$ cat src/rtl/bram_stream_reader_pkg.sv
// Shared constants and helpers for the BRAM stream reader and its response FIFO.
// Default widths match the BRAMLike wrapper so both sides agree without overrides.
package bram_stream_reader_pkg;

    localparam int DATA_WIDTH_DEF    = 16;
    localparam int ADDR_WIDTH_DEF    = 11;
    localparam int BUF_DEPTH_MIN     = 2;
    localparam int BUF_DEPTH_MAX     = 8;

    function automatic int clog2(input int value);
        int r;
        r = 0;
        for (int i = 0; i < 31; i++) begin
            if ((1 << i) < value) r = i + 1;
        end
        return r;
    endfunction

    function automatic bit depth_ok(input int depth);
        return (depth >= BUF_DEPTH_MIN) && (depth <= BUF_DEPTH_MAX);
    endfunction

endpackage

$ cat src/rtl/bram_stream_reader_if.sv
// Request/response stream bundle plus the BRAM read-port pair seen by the reader.
// The slave modport is the reader's view; master is the surrounding system's view.
interface bram_stream_reader_if #(
    parameter int DATA_WIDTH    = 16,
    parameter int ADDRESS_WIDTH = 11
);
    logic                     req_valid;
    logic                     req_ready;
    logic [ADDRESS_WIDTH-1:0] req_addr;
    logic [ADDRESS_WIDTH-1:0] mem_raddr;
    logic [DATA_WIDTH-1:0]    mem_dout;
    logic                     resp_valid;
    logic                     resp_ready;
    logic [DATA_WIDTH-1:0]    resp_data;

    modport slave (
        input  req_valid, req_addr, mem_dout, resp_ready,
        output req_ready, mem_raddr, resp_valid, resp_data
    );

    modport master (
        output req_valid, req_addr, mem_dout, resp_ready,
        input  req_ready, mem_raddr, resp_valid, resp_data
    );
endinterface

$ cat src/rtl/bram_stream_reader_stream_fifo.sv
// Register FIFO holding captured BRAM words until downstream takes them.
// Depth need not be a power of two; pointers wrap explicitly at BUFFER_DEPTH-1.
module stream_fifo
    import bram_stream_reader_pkg::*;
#(
    parameter int DATA_WIDTH   = DATA_WIDTH_DEF,
    parameter int BUFFER_DEPTH = 3,
    localparam int PTR_W       = clog2(BUFFER_DEPTH),
    localparam int CNT_W       = clog2(BUFFER_DEPTH + 1)
) (
    input  logic                  clock,
    input  logic                  reset,
    input  logic                  push_i,
    input  logic [DATA_WIDTH-1:0] din_i,
    input  logic                  pop_i,
    output logic [DATA_WIDTH-1:0] dout_o,
    output logic [CNT_W-1:0]      count_o
);

    logic [DATA_WIDTH-1:0] mem_q [BUFFER_DEPTH];
    logic [PTR_W-1:0]      wr_ptr_q, wr_ptr_d;
    logic [PTR_W-1:0]      rd_ptr_q, rd_ptr_d;
    logic [CNT_W-1:0]      count_q, count_d;
    logic                  do_pop;

    function automatic logic [PTR_W-1:0] ptr_inc(input logic [PTR_W-1:0] p);
        return (p == PTR_W'(BUFFER_DEPTH - 1)) ? '0 : p + 1'b1;
    endfunction

    assign do_pop = pop_i && (count_q != '0);

    always_comb begin
        wr_ptr_d = push_i ? ptr_inc(wr_ptr_q) : wr_ptr_q;
        rd_ptr_d = do_pop ? ptr_inc(rd_ptr_q) : rd_ptr_q;
        count_d  = count_q;
        if (push_i && !do_pop) begin
            count_d = count_q + 1'b1;
        end else if (!push_i && do_pop) begin
            count_d = count_q - 1'b1;
        end
    end

    always_ff @(posedge clock or posedge reset) begin
        if (reset) begin
            wr_ptr_q <= '0;
            rd_ptr_q <= '0;
            count_q  <= '0;
        end else begin
            wr_ptr_q <= wr_ptr_d;
            rd_ptr_q <= rd_ptr_d;
            count_q  <= count_d;
        end
    end

    // Storage carries no reset; the output mux hides stale entries when empty.
    always_ff @(posedge clock) begin
        if (push_i) mem_q[wr_ptr_q] <= din_i;
    end

    assign dout_o  = (count_q != '0) ? mem_q[rd_ptr_q] : '0;
    assign count_o = count_q;

endmodule

$ cat src/rtl/bram_stream_reader.sv
// Wraps a 1-cycle-latency BRAM read port in valid/ready request and response streams.
// Credits reserve a buffer slot at acceptance, so the unstallable BRAM return always fits.
module bram_stream_reader
    import bram_stream_reader_pkg::*;
#(
    parameter int DATA_WIDTH    = DATA_WIDTH_DEF,
    parameter int ADDRESS_WIDTH = ADDR_WIDTH_DEF,
    parameter int BUFFER_DEPTH  = 3,
    localparam int CNT_W        = clog2(BUFFER_DEPTH + 1)
) (
    input  logic                 clock,
    input  logic                 reset,
    bram_stream_reader_if.slave  bus
);

    if (!depth_ok(BUFFER_DEPTH)) begin : g_bad_depth
        $error("bram_stream_reader: BUFFER_DEPTH must be within 2..8");
    end

    logic                     inflight_q, inflight_d;
    logic                     accept;
    logic                     pop;
    logic [CNT_W-1:0]         count;
    logic [CNT_W:0]           credit_used;
    logic [ADDRESS_WIDTH-1:0] raddr;
    logic [DATA_WIDTH-1:0]    fifo_dout;

    // The BRAM registers the address itself; unaccepted reads are simply never captured.
    assign raddr         = bus.req_addr;
    assign bus.mem_raddr = raddr;

    assign credit_used   = {1'b0, count} + {{CNT_W{1'b0}}, inflight_q};
    assign bus.req_ready = credit_used < (CNT_W + 1)'(BUFFER_DEPTH);
    assign accept        = bus.req_valid && bus.req_ready;
    assign inflight_d    = accept;

    always_ff @(posedge clock or posedge reset) begin
        if (reset) begin
            inflight_q <= 1'b0;
        end else begin
            inflight_q <= inflight_d;
        end
    end

    assign bus.resp_valid = (count != '0);
    assign pop            = bus.resp_valid && bus.resp_ready;
    assign bus.resp_data  = fifo_dout;

    stream_fifo #(
        .DATA_WIDTH   (DATA_WIDTH),
        .BUFFER_DEPTH (BUFFER_DEPTH)
    ) u_fifo (
        .clock   (clock),
        .reset   (reset),
        .push_i  (inflight_q),
        .din_i   (bus.mem_dout),
        .pop_i   (pop),
        .dout_o  (fifo_dout),
        .count_o (count)
    );

endmodule

$ cat src/flat_wrapper.sv
// flat-port wrapper written by rule: the top's interface ports become plain ports
module bram_stream_reader_flat import bram_stream_reader_pkg::*;
#(
    parameter int DATA_WIDTH    = DATA_WIDTH_DEF,
    parameter int ADDRESS_WIDTH = ADDR_WIDTH_DEF,
    parameter int BUFFER_DEPTH  = 3,
    localparam int CNT_W        = clog2(BUFFER_DEPTH + 1)
)
  (clock, reset, bus_req_valid, bus_req_addr, bus_mem_dout, bus_resp_ready, bus_req_ready, bus_mem_raddr, bus_resp_valid, bus_resp_data);
  bram_stream_reader_if #(.DATA_WIDTH(DATA_WIDTH), .ADDRESS_WIDTH(ADDRESS_WIDTH)) bus_i ();
  input  logic clock;
  input  logic reset;
  input wire logic [$bits(bus_i.req_valid)-1:0] bus_req_valid;
  input wire logic [$bits(bus_i.req_addr)-1:0] bus_req_addr;
  input wire logic [$bits(bus_i.mem_dout)-1:0] bus_mem_dout;
  input wire logic [$bits(bus_i.resp_ready)-1:0] bus_resp_ready;
  output wire logic [$bits(bus_i.req_ready)-1:0] bus_req_ready;
  output wire logic [$bits(bus_i.mem_raddr)-1:0] bus_mem_raddr;
  output wire logic [$bits(bus_i.resp_valid)-1:0] bus_resp_valid;
  output wire logic [$bits(bus_i.resp_data)-1:0] bus_resp_data;
  assign bus_i.req_valid = bus_req_valid;
  assign bus_i.req_addr = bus_req_addr;
  assign bus_i.mem_dout = bus_mem_dout;
  assign bus_i.resp_ready = bus_resp_ready;
  assign bus_req_ready = bus_i.req_ready;
  assign bus_mem_raddr = bus_i.mem_raddr;
  assign bus_resp_valid = bus_i.resp_valid;
  assign bus_resp_data = bus_i.resp_data;
  bram_stream_reader #(.DATA_WIDTH(DATA_WIDTH), .ADDRESS_WIDTH(ADDRESS_WIDTH), .BUFFER_DEPTH(BUFFER_DEPTH)) u_core (.clock(clock), .reset(reset), .bus(bus_i));
endmodule
$ cat config.mk
export PLATFORM = sky130hd
export DESIGN_NAME = bram_stream_reader_flat
export DESIGN_NICKNAME = d
export VERILOG_FILES = /design/src/rtl/bram_stream_reader_pkg.sv /design/src/rtl/bram_stream_reader_if.sv /design/src/rtl/bram_stream_reader_stream_fifo.sv /design/src/rtl/bram_stream_reader.sv /design/src/flat_wrapper.sv
export SDC_FILE = /design/constraint.sdc
export NUM_CORES = 1
export LEC_CHECK = 0
export CORE_MARGIN = 4
export CORE_UTILIZATION = 52
export CTS_BUF_LIST = sky130_fd_sc_hd__clkbuf_16
export DETAILED_ROUTE_END_ITERATION = 16
export PLACE_DENSITY_LB_ADDON = 0.25
export SLEW_MARGIN = 10
export SYNTH_ARGS = -nofsm -noshare
export SYNTH_HDL_FRONTEND = slang
export SYNTH_HIERARCHICAL = 1
export SYNTH_SLANG_ARGS = --single-unit
$ cat constraint.sdc
create_clock -name clock -period 6.62 [get_ports clock]
set_clock_uncertainty 0.2 [all_clocks]
set_input_delay 1.986 -clock clock [delete_from_list [all_inputs] [get_ports clock]]
set_output_delay 1.986 -clock clock [all_outputs]
set_load 0.05 [all_outputs]
* Word-level counts from Yosys, hierarchy flattened
Memories as Yosys holds them, arrays and structs flattened.
Cells that the tools add are included.
** Storage, ports and cells
- Bits in registers :: 7
- Memory bits (writable) :: 48
- Bits of input ports :: 31
- Word-level logic and storage cells :: 29
- Memories kept :: 1
** Operators by class
- Add/sub/neg operators :: 5
- Magnitude comparators :: 1
- Equality and inequality tests :: 2
- Multiplexer cells :: 7
- Reduce and logical (&&, ||, !) cells :: 9
** Memory list
- u_core.u_fifo.mem_q :: words 3, width 16, read ports 1, clocked after Yosys merged registers in 0, wr ports 1, RTL line bram_stream_reader_stream_fifo.sv:20 : logic [DATA_WIDTH-1:0] mem_q [BUFFER_DEPTH];
** Operators by type and width (count)
- 16-bit two-way mux :: 1
- 2-bit two-way mux :: 4
- 2-bit by 1-bit adder with 2-bit output, second input constant :: 3
- 1-bit logical AND :: 5
- 2-bit == test, second input constant :: 2
- 2-bit nonzero test :: 2
- 2-bit by 1-bit adder with 3-bit output :: 1
- 3-bit by 2-bit less-than comparator with 1-bit output, second input constant :: 1
- 1-bit logical NOT :: 2
- 1-bit two-way mux :: 2
- 2-bit by 1-bit subtractor with 2-bit output, second input constant :: 1

* Longest topological paths before layout
- Word-level depth :: 6
- Mapped depth :: 7
- Depth with buffers taken out :: 7

* Modules after synthesis
The synthesis kept the hierarchy.
** Modules (own cells, without submodules)
- stream_fifo :: times used 1, cells each 128, area an instance 2193.4 um2
- bram_stream_reader :: times used 1, cells each 19, area an instance 165.2 um2

* Worst setup path before layout
Ideal clock, no wire load.
- Path kind :: input to output
- Start :: in bus_req_addr[0]
- End :: out bus_mem_raddr[0]
- Arrival time :: 2.156 ns
- Data required time :: 4.434 ns
- Slack :: 2.278 ns
- Cell stages on the path :: 1
- Buffers on the path :: 1
- Cell sequence :: buf_4
** RTL lines
- start, declared :: RTL line flat_wrapper.sv:14 : input wire logic [$bits(bus_i.req_addr)-1:0] bus_req_addr;
- end, declared :: RTL line flat_wrapper.sv:18 : output wire logic [$bits(bus_i.mem_raddr)-1:0] bus_mem_raddr;
No word-level cell between the ends.

* Worst setup path in the final report
- Start :: reg u_core.u_fifo.rd_ptr_q[0]
- End :: out bus_resp_data[4]
** On the way
- Cells in the longest elaborated chain, start to end :: 2
** RTL lines
- start, declared :: RTL line bram_stream_reader_stream_fifo.sv:22 : logic [PTR_W-1:0] rd_ptr_q, rd_ptr_d;
- start signal, assigned :: RTL line bram_stream_reader_stream_fifo.sv:50 : rd_ptr_q <= rd_ptr_d;
- memory 3 x 16 bit
- 16-bit two-way mux :: RTL line bram_stream_reader_stream_fifo.sv:60 : assign dout_o = (count_q != '0) ? mem_q[rd_ptr_q] : '0;
- end, declared :: RTL line flat_wrapper.sv:20 : output wire logic [$bits(bus_i.resp_data)-1:0] bus_resp_data;
Every way passes these cells.

==> impl_metrics.json <==
{
  "status": "complete, no violations",
  "grt_first_pass_wirelength_um": 6168,
  "critPathKind": "flip-flop to output port",
  "dpl_worst_slack_ns": 2.049,
  "ys_top_cells_by_area": "edfxtp_1 (61%), dfrtp_1 (7.4%), mux2i_1 (6.8%)",
  "max-cap-violations": 0,
  "drive_above_1_share": 0.1685,
  "drc": 0,
  "nFillCells": 316,
  "critPathArrivalTime_ns": 2.58,
  "vias_per_cell": 5.322,
  "fp.dieH_um": 75.35,
  "hold_violations": 0,
  "cts_tree": "built",
  "gr-total-overflow": 0,
  "min_from": "u_core/u_fifo/wr_ptr_q[1]$_DFFE_PP0P_",
  "synth_area_leader_cell": "edfxtp_1",
  "grt_use_total": 0.1514,
  "critPathRequiredTime_ns": 4.43,
  "routedWlPerCell_um": 17.19,
  "gp_congestion": 0.7029,
  "critPathCaptureType": "output port",
  "irDropWorstVdd_uv": 430.1,
  "holdCritPathClass": "flip-flop to flip-flop",
  "syn_inst": 147,
  "powerDensity_nw_per_um2": 537.1,
  "worstMarginPinSlew_ns": 0.9812,
  "path_clk_slew_ns": 0.06,
  "synth_area_per_cell_um2": 16.04,
  "synth.most_common_cell": "edfxtp_1",
  "synth_ff_type": "edfxtp_1",
  "worst_slack_ns": 1.851,
  "grt_max_degree": 20,
  "grt_pass1_vias": 1287,
  "drt_first_pass_iters": 4,
  "die_w_um": 75.35,
  "crit_path_start_kind": "flip-flop",
  "area_growth_pct": 19.73,
  "finalSetupViolations": 0,
  "p_leak_uw": 0.001043,
  "synth_edf_count": 48,
  "io_buffers": 37,
  "slew_violations": 0,
  "fin_area_um2": 2824,
  "tns_ns": 0,
  "multiInputGateArea_um2": 604.3,
  "min_path_cells": 1,
  "cts.sinks": 55,
  "wl_um": 3954,
  "numCtsBuffers": 5,
  "worstRegToRegCells": 7,
  "ys_seq_area_frac": 0.6854,
  "n_antenna_cell": 0,
  "async_flop_share": 0.1273,
  "start_util": 0.5380,
  "synth_area_um2": 2359,
  "cts_resized": 0,
  "htree_levels": 2,
  "die-area_um2": 5677,
  "rsz0062_at_grt": "no",
  "slew_headroom": 0.3459,
  "io-pin-count": 60,
  "cts_hold_buf": 0,
  "final_net_count": 212,
  "initialDrtViolationCount": 52,
  "fmax_mhz": 209.7,
  "clockBufferDepth": 2,
  "seq_area_um2": 1617,
  "rr_startpoint": "u_core/u_fifo/count_o[1]$_DFFE_PP0P_",
  "antenna_found_initial": 0,
  "critPathLaunch": "u_core/u_fifo/rd_ptr_q[0]$_DFFE_PP0P_",
  "yosys_warnings": 6,
  "synth.top_cell.area_share": 0.6111,
  "hpwl_um": 2680,
  "dpl-instance-area_um2": 2688,
  "post_cts_buffers": 0,
  "fp-row-count": 24,
  "synth_cell_types": 24,
  "root_buffer": "clkbuf_16",
  "worstPathMaxFanout": 19,
  "min_period_ns": 4.769,
  "timing.hold.ws_ns": 0.3646,
  "fin_crit_sh": 0.7204,
  "core_um2": 4384,
  "clk_latency_ns": 0.28,
  "yosys-top-cells-count": "edfxtp_1 (48), nor2_1 (20), mux2i_1 (16), buf_4 (13), mux2_2 (9)",
  "synth_seq_cells": 55,
  "ant_nets": 0,
  "syn_nets": 181,
  "via_count": 1224
}
[routing by layer]
layer,vias to the layer above,routed length [um],GRT usage
li1,579,-,-
met1,603,1617,0.1834
met2,29,2085,0.2608
met3,13,195,0.04354
met4,0,57,0.05049
met5,-,0,0
[power breakdown]
group          internal, uW  switching (uW)  leakage [uW]
clock                   136             102     0.0000671
sequential              469            81.2      0.000526
combinational           288             440      0.000450
total                   894             623       0.00104
[logic make-up (layout without fill, tap and decap cells)]
family / Yosys count / count (layout) / synth area share
AOI/OAI and AO/OA: 6 / 6 / 0.01644
xor gates and xnor gates: 3 / 3 / 0.01114
adders and majority gates: 3 / 3 / 0.01592
buffers and inverters: 19 / 50 / 0.06153
DFF: 55 / 55 / 0.6854
muxes: 32 / 32 / 0.1554
and+or+nand+nor: 29 / 29 / 0.05411
[state kept, by name (all words and copies together), names as in the netlist]
signal and flops:
u_core/inflight_q 1, u_core/u_fifo/rd_ptr_q 2, u_core/u_fifo/count_o 2, u_core/u_fifo/mem_q 48, u_core/u_fifo/wr_ptr_q 2
[metrics by stage]
stage                     power (uW)    util  std cells
after floorplan                 1095       -        147
after global placement          1274  0.6130        223
after detailed placement        1295  0.6130        223
after CTS                       1534  0.6436        230
after global routing            1593  0.6441        230
final                           1517  0.6441        230
[area by class of cell]
class	instances	share of cell area
Clock buffer	5	0.04431
Clock inverter	2	0.003101
Inverter	3	0.003988
Multi-Input combinational cell	73	0.2140
Sequential cell	55	0.5724
Tap cell	52	0.02304
Timing Repair Buffer	40	0.1391
[cell usage in the layout, fill, tap and decap left out, drive strengths merged]
cell            n
a21oi           1
and2            2
mux2i          16
xnor2           1
edfxtp         48
clkbuf          5
nor2           20
clkinv          2
nor3            2
dfrtp           7
inv             3
nand2           3
or2             1
ha              3
xor2            2
buf             3
mux2           16
clkdlybuf4s50  37
or2b            1
o21ai           2
a21o            3
[path summary, 6_finish.rpt]
| path | slack, ns | end |
|---|---|---|
| max | 1.85 | bus_resp_data[4] |
| min | 0.36 | u_core/u_fifo/wr_ptr_q[1]$_DFFE_PP0P_ |
| max reg2reg | 4.63 | u_core/u_fifo/count_o[1]$_DFFE_PP0P_ |
| min reg2reg | 0.36 | u_core/u_fifo/wr_ptr_q[1]$_DFFE_PP0P_ |
| max in group asynchronous | 4.25 | u_core/u_fifo/wr_ptr_q[0]$_DFFE_PP0P_ |
| min in group asynchronous | 1.68 | u_core/inflight_q$_DFF_PP0_ |
[critical path, stage by stage (launching register included)]
cell and delay [ns]:
dfrtp_1 0.95, mux2_2 0.41, mux2i_1 0.13, nor2_1 0.07, clkdlybuf4s50_1 0.74
Note: power is estimated with default switching activity, not from simulation.
